==> src/rtl/score_pkg.sv <==
// Shared types for the multi-player score tracker: game state encoding.
package score_pkg;

    localparam int STATE_W = 2;

    typedef enum logic [STATE_W-1:0] {
        IDLE = 2'd0,
        PLAY = 2'd1,
        OVER = 2'd2
    } state_e;

endpackage

==> src/rtl/score_channel.sv <==
// One player's score, alive flag and (with SCORE_STREAK_EN defined) streak timer.
// Exposes next-state score/alive so the top can decide win/all-dead on the same edge.
module score_channel
    import score_pkg::*;
#(
    parameter int SCORE_W       = 7,
    parameter int MAX_SCORE     = 50,
    parameter int STREAK_WINDOW = 16
) (
    input  logic               clk,
    input  logic               nRst,
    input  logic               clear_i,
    input  logic               active_i,
    input  logic               good_i,
    input  logic               bad_i,
    output logic [SCORE_W-1:0] score_o,
    output logic               alive_o,
    output logic [SCORE_W-1:0] score_nxt_o,
    output logic               alive_nxt_o
);

    localparam logic [SCORE_W-1:0] MAX_V   = SCORE_W'(MAX_SCORE);
    localparam logic [SCORE_W:0]   MAX_EXT = (SCORE_W + 1)'(MAX_SCORE);

    logic [SCORE_W-1:0] score_q, score_d;
    logic               alive_q, alive_d;
    logic [SCORE_W-1:0] inc;
    logic [SCORE_W:0]   sum;
    logic               hit;

    // A scoring hit needs a live player in PLAY; a same-cycle fatal collision wins.
    assign hit = active_i && alive_q && good_i && !bad_i;

`ifdef SCORE_STREAK_EN
    localparam int TMR_W = $clog2(STREAK_WINDOW + 1);

    logic [TMR_W-1:0] tmr_q;

    // Timer nonzero means the previous hit was within STREAK_WINDOW cycles.
    assign inc = (tmr_q != '0) ? SCORE_W'(2) : SCORE_W'(1);

    always_ff @(posedge clk or negedge nRst) begin
        if (!nRst) begin
            tmr_q <= '0;
        end else if (clear_i) begin
            tmr_q <= '0;
        end else if (hit) begin
            tmr_q <= TMR_W'(STREAK_WINDOW);
        end else if (tmr_q != '0) begin
            tmr_q <= tmr_q - 1'b1;
        end
    end
`else
    assign inc = SCORE_W'(1);
`endif

    assign sum = {1'b0, score_q} + {1'b0, inc};

    always_comb begin
        // NOTE: every combinational output gets a default first so no latch is inferred.
        score_d = score_q;
        alive_d = alive_q;
        if (clear_i) begin
            score_d = '0;
            alive_d = 1'b1;
        end else if (active_i && alive_q) begin
            if (bad_i) begin
                alive_d = 1'b0;
            end else if (good_i) begin
                score_d = (sum >= MAX_EXT) ? MAX_V : sum[SCORE_W-1:0];
            end
        end
    end

    always_ff @(posedge clk or negedge nRst) begin
        // NOTE: sequential state uses non-blocking assignments only.
        if (!nRst) begin
            score_q <= '0;
            alive_q <= 1'b0;
        end else begin
            score_q <= score_d;
            alive_q <= alive_d;
        end
    end

    assign score_o     = score_q;
    assign alive_o     = alive_q;
    assign score_nxt_o = score_d;
    assign alive_nxt_o = alive_d;

endmodule

==> src/rtl/multi_score_tracker.sv <==
// Multi-player score tracker: game FSM, winner select and high score over N score_channel lanes.
// Optional SCORE_STREAK_EN: back-to-back hits within STREAK_WINDOW cycles score 2.
module multi_score_tracker
    import score_pkg::*;
#(
    parameter int N_PLAYERS     = 2,
    parameter int SCORE_W       = 7,
    parameter int MAX_SCORE     = 50,
    parameter int STREAK_WINDOW = 16
) (
    input  logic                                               clk,
    input  logic                                               nRst,
    input  logic                                               start,
    input  logic [N_PLAYERS-1:0]                               good_coll,
    input  logic [N_PLAYERS-1:0]                               bad_coll,
    output logic [N_PLAYERS*SCORE_W-1:0]                       curr_score,
    output logic [N_PLAYERS-1:0]                               alive,
    output logic [SCORE_W-1:0]                                 high_score,
    output logic [STATE_W-1:0]                                 state,
    output logic                                               game_over,
    output logic [(N_PLAYERS > 1 ? $clog2(N_PLAYERS) : 1)-1:0] winner,
    output logic                                               winner_valid
);

    localparam int WIN_W = (N_PLAYERS > 1) ? $clog2(N_PLAYERS) : 1;
    localparam logic [SCORE_W-1:0] MAX_V = SCORE_W'(MAX_SCORE);

    if (MAX_SCORE >= 2 ** SCORE_W) begin : g_bad_max
        $error("MAX_SCORE must be below 2**SCORE_W");
    end
    if (N_PLAYERS < 1 || N_PLAYERS > 8) begin : g_bad_players
        $error("N_PLAYERS must be in 1..8");
    end

    state_e             state_q;
    logic               game_over_q;
    logic [SCORE_W-1:0] high_q;
    logic [WIN_W-1:0]   winner_q;
    logic               winner_valid_q;

    logic               clear, active;
    logic [SCORE_W-1:0] score_nxt [N_PLAYERS];
    logic [N_PLAYERS-1:0] alive_nxt;

    assign clear  = start && (state_q == IDLE || state_q == OVER);
    assign active = (state_q == PLAY);

    for (genvar i = 0; i < N_PLAYERS; i++) begin : g_ch
        score_channel #(
            .SCORE_W      (SCORE_W),
            .MAX_SCORE    (MAX_SCORE),
            .STREAK_WINDOW(STREAK_WINDOW)
        ) u_ch (
            .clk        (clk),
            .nRst       (nRst),
            .clear_i    (clear),
            .active_i   (active),
            .good_i     (good_coll[i]),
            .bad_i      (bad_coll[i]),
            .score_o    (curr_score[i*SCORE_W +: SCORE_W]),
            .alive_o    (alive[i]),
            .score_nxt_o(score_nxt[i]),
            .alive_nxt_o(alive_nxt[i])
        );
    end

    logic               win_found;
    logic [WIN_W-1:0]   win_idx;
    logic [SCORE_W-1:0] max_nxt;

    // Scan high to low so the lowest winning index is the one kept.
    always_comb begin
        win_found = 1'b0;
        win_idx   = '0;
        max_nxt   = '0;
        for (int i = N_PLAYERS - 1; i >= 0; i--) begin
            if (score_nxt[i] == MAX_V) begin
                win_found = 1'b1;
                win_idx   = WIN_W'(i);
            end
            if (score_nxt[i] > max_nxt) begin
                max_nxt = score_nxt[i];
            end
        end
    end

    always_ff @(posedge clk or negedge nRst) begin
        if (!nRst) begin
            state_q        <= IDLE;
            game_over_q    <= 1'b0;
            high_q         <= '0;
            winner_q       <= '0;
            winner_valid_q <= 1'b0;
        end else begin
            if (max_nxt > high_q) begin
                high_q <= max_nxt;
            end
            case (state_q)
                IDLE, OVER: begin
                    if (start) begin
                        state_q        <= PLAY;
                        game_over_q    <= 1'b0;
                        winner_q       <= '0;
                        winner_valid_q <= 1'b0;
                    end
                end
                PLAY: begin
                    if (win_found) begin
                        state_q        <= OVER;
                        game_over_q    <= 1'b1;
                        winner_q       <= win_idx;
                        winner_valid_q <= 1'b1;
                    end else if (alive_nxt == '0) begin
                        state_q        <= OVER;
                        game_over_q    <= 1'b1;
                        winner_q       <= '0;
                        winner_valid_q <= 1'b0;
                    end
                end
                default: begin
                    state_q     <= IDLE;
                    game_over_q <= 1'b0;
                end
            endcase
        end
    end

    assign state        = state_q;
    assign game_over    = game_over_q;
    assign high_score   = high_q;
    assign winner       = winner_q;
    assign winner_valid = winner_valid_q;

endmodule

==> config.mk <==
export PLATFORM = sky130hd
export DESIGN_NAME = multi_score_tracker
export DESIGN_NICKNAME = d
export VERILOG_FILES = /design/src/rtl/score_pkg.sv /design/src/rtl/score_channel.sv /design/src/rtl/multi_score_tracker.sv
export SDC_FILE = /design/constraint.sdc
export NUM_CORES = 1
export LEC_CHECK = 0
export ABC_AREA = 1
export BUFFER_PORTS_ARGS = -buffer_cell sky130_fd_sc_hd__clkbuf_2
export CAP_MARGIN = 20
export CORE_MARGIN = 8
export CORE_UTILIZATION = 55
export DETAILED_ROUTE_END_ITERATION = 6
export GPL_ROUTABILITY_DRIVEN = 0
export GPL_TIMING_DRIVEN = 0
export HOLD_SLACK_MARGIN = 0.05
export PLACE_DENSITY = 0.78
export SLEW_MARGIN = 20
export SYNTH_ARGS = -nofsm -noshare
export SYNTH_HDL_FRONTEND = slang
export SYNTH_SLANG_ARGS = --single-unit
==> constraint.sdc <==
create_clock -name clk -period 4.4 [get_ports clk]
set_input_delay 0.88 -clock clk [delete_from_list [all_inputs] [get_ports clk]]
set_output_delay 0.88 -clock clk [all_outputs]
set_load 0.1 [all_outputs]
==> flow_metrics.py <==
metrics = {
    "finish": {
        "final_cell_mix": "nand2_1, inv_1, clkbuf_2, nor2_1, dfrtp_1",
        "drive_above_1_share": 0.232,
        "area_growth_syn_to_layout_pct": 16.4,
        "nets": 366,
        "final_common_cell": "nand2_1",
        "num_antenna_cells": 0,
        "n_fill_cell": 335,
    },
    "setup_path": {
        "rr_startpoint": "g_ch[0].u_ch.score_o[0]",
        "crit_path_start_kind": "flip-flop",
        "crit_arrival_ns": 4.33,
        "cp_slowest_cell": "dfrtp_2",
        "cp_data_required_time_ns": 4.60,
        "cp_num_cells": 29,
        "crit_start": "g_ch[0].u_ch.score_o[0]",
        "rr_worst_depth": 29,
        "reg2reg_slack_ns": 0.27,
        "endpoint": "high_score[6]",
        "crit_path_frequent_cell": "nand2_1",
        "r2r-end": "high_score[6]",
        "crit_buf_inv": 6,
        "critical_path_class": "reg2reg",
        "critical_path.endpoint_type": "flip-flop",
        "cp_max_fo": 10,
        "crit_family": "simple AND/OR/NAND/NOR gates",
        "cpPeakStageDelay_ns": 0.45,
    },
    "yosys": {
        "synth_fp_nets": 324,
        "synth_edf_count": 0,
        "ys_seq_elements": 27,
        "async_flop_share": 1.00,
        "netlist_instances": 299,
        "syn_area_per_cell_um2": 7.03,
        "ys_types": 28,
        "synth_top_flop_cell": "dfrtp_1",
        "ys_seq_area_frac": 0.321,
        "ys_warn_count": 0,
        "netlist_area_um2": 2100,
    },
    "timing": {
        "hold_viol": 0,
        "finalSetupTns_ns": 0,
        "finClkSkew_ns": 0.00180,
        "max_clock_freq_ghz": 0.242,
        "fin_ws_ns": 0.272,
        "fin_crit_ns": 4.13,
        "worst_slew_pin_slew_ns": 0.669,
        "finalCritPeriodShare": 0.938,
        "relSlewSlack": 0.554,
        "finalSetupViolCount": 0,
        "slew_viol_final": 0,
    },
    "place": {
        "port_buffers": 34,
        "hpwl_um": 3830,
        "place_ws_ns": -0.654,
    },
    "routing": {
        "vias": 1942,
        "viasPerCell": 5.01,
        "drt-total-wl_um": 4770,
        "drc": 0,
        "ant_nets": 0,
        "wl_per_cell_um": 12.3,
        "dr.first_iter.drc_count": 72,
        "drt_first_pass_iters": 5,
    },
    "grt": {
        "grt_first_pass_wirelength_um": 7990,
        "grt_max_degree": 28,
        "antenna_found_initial": 0,
        "grt_pass1_vias": 1832,
        "grt_util_all_layers": 0.156,
        "overflow": 0,
    },
    "clock_tree": {
        "cts_tree": "yes",
        "path_clk_slew_ns": 0.09,
        "clock_latency_ns": 0.27,
        "cts.sinks": 27,
        "cts_made_buffers": 3,
        "ctsRootBufferMaster": "clkbuf_8",
        "htree_levels": 1,
        "hold_buffers": 0,
        "clk_path_buf_depth": 2,
    },
    "floorplanning": {
        "fp.dieH_um": 77.8,
        "rows": 22,
        "core_um2": 3660,
        "die_w_um": 77.8,
        "dieArea_um2": 6060,
        "io_pins": 35,
        "initial_core_util": 0.574,
    },
    "job": {
        "maxCapViolCount": 0,
    },
    "hold_path": {
        "whs_path_depth": 2,
        "hp-class": "reg2reg",
    },
    "status": {
        "run_status": "completed",
    },
}
## cells in the mapped netlist (5+ instances only)
cell / number / share of area
nand2_2: 5 / 0.015
dfrtp_1: 27 / 0.32
ha_1: 18 / 0.11
nand2_1: 79 / 0.14
nor2_1: 28 / 0.050
nand3_2: 7 / 0.033
a21oi_1: 17 / 0.040
nand3_1: 15 / 0.036
o21ai_0: 17 / 0.040
nand4_1: 7 / 0.021
inv_1: 53 / 0.095
## layout make-up
type	count	area, µm²	area share
multi-input cells	209	1190	0.487
clock buffers	4	45.0	0.0184
flip-flops and latches	27	687	0.281
plain buffers	7	61.3	0.0251
inverters	56	210	0.0859
well taps	48	60.1	0.0245
repair buffers	37	193	0.0787
## worst reg2reg max path: cells and delay by family, from the launching register on
family	cells	cell delay [ns]
AO/OA/AOI/OAI	5	0.68
AND/OR/NAND/NOR	15	1.50
adder cells (fa/ha/maj)	3	0.92
buffers and inverters	6	0.52
flip-flops	1	0.45
## kinds of logic (layout without fill, tap and decap cells)
| kind of cell | Yosys count | in the layout | share of synthesized area |
|---|---|---|---|
| adder cells (fa/ha/maj) | 18 | 18 | 0.107 |
| flip-flops | 27 | 27 | 0.321 |
| AO/OA/AOI/OAI | 41 | 41 | 0.114 |
| buffers and inverters | 63 | 104 | 0.121 |
| AND/OR/NAND/NOR | 149 | 149 | 0.332 |
| XOR/XNOR | 1 | 1 | 0.00417 |
## flip-flops by register name, indices dropped and copies added, names as in the netlist
| signal | count |
|---|---|
| g_ch.u_ch.score_o | 14 |
| g_ch.u_ch.alive_o | 2 |
| state | 2 |
| winner_valid | 1 |
| high_score | 7 |
| winner | 1 |
## metrics by stage
stage          utilization  hold WS, ns  cell area (µm²)  std cells
6_report             0.668        0.493             2450        388
2_1_floorplan            -        0.498             2110        299
5_1_grt              0.668        0.517             2450        388
4_1_cts              0.655        0.495             2400        385
3_3_place_gp         0.640        0.458             2340        381
3_5_place_dp         0.640        0.470             2340        381
## layer usage
layer  part of all wire  GRT usage  wire [µm]  vias up
met1               0.47      0.194       2240      875
met5                  0          0          0        -
met3              0.036     0.0265        172        6
met4             0.0096     0.0528         46        0
met2               0.49      0.264       2310       34
li1                   -          -          -     1027
## timing repair
action	4_1_cts	5_1_grt
endpoints found under the setup margin	7	7
gates resized for setup	4	12
buffers inserted	0	3
endpoints found under the hold margin	0	0
pin swaps	0	2
## worst min path at each step
stage	startpoint	to	slack, ns
2_1_floorplan	g_ch[1].u_ch.alive_o	g_ch[1].u_ch.alive_o	0.50
3_3_place_gp	winner	winner	0.46
3_5_place_dp	winner_valid	winner_valid	0.47
4_1_cts	winner_valid	winner_valid	0.49
5_1_grt	winner_valid	winner_valid	0.52
6_report	winner_valid	winner_valid	0.49
Power is not shown: default switching activity piles up to over one toggle a cycle in this logic, so the estimate is an artifact.
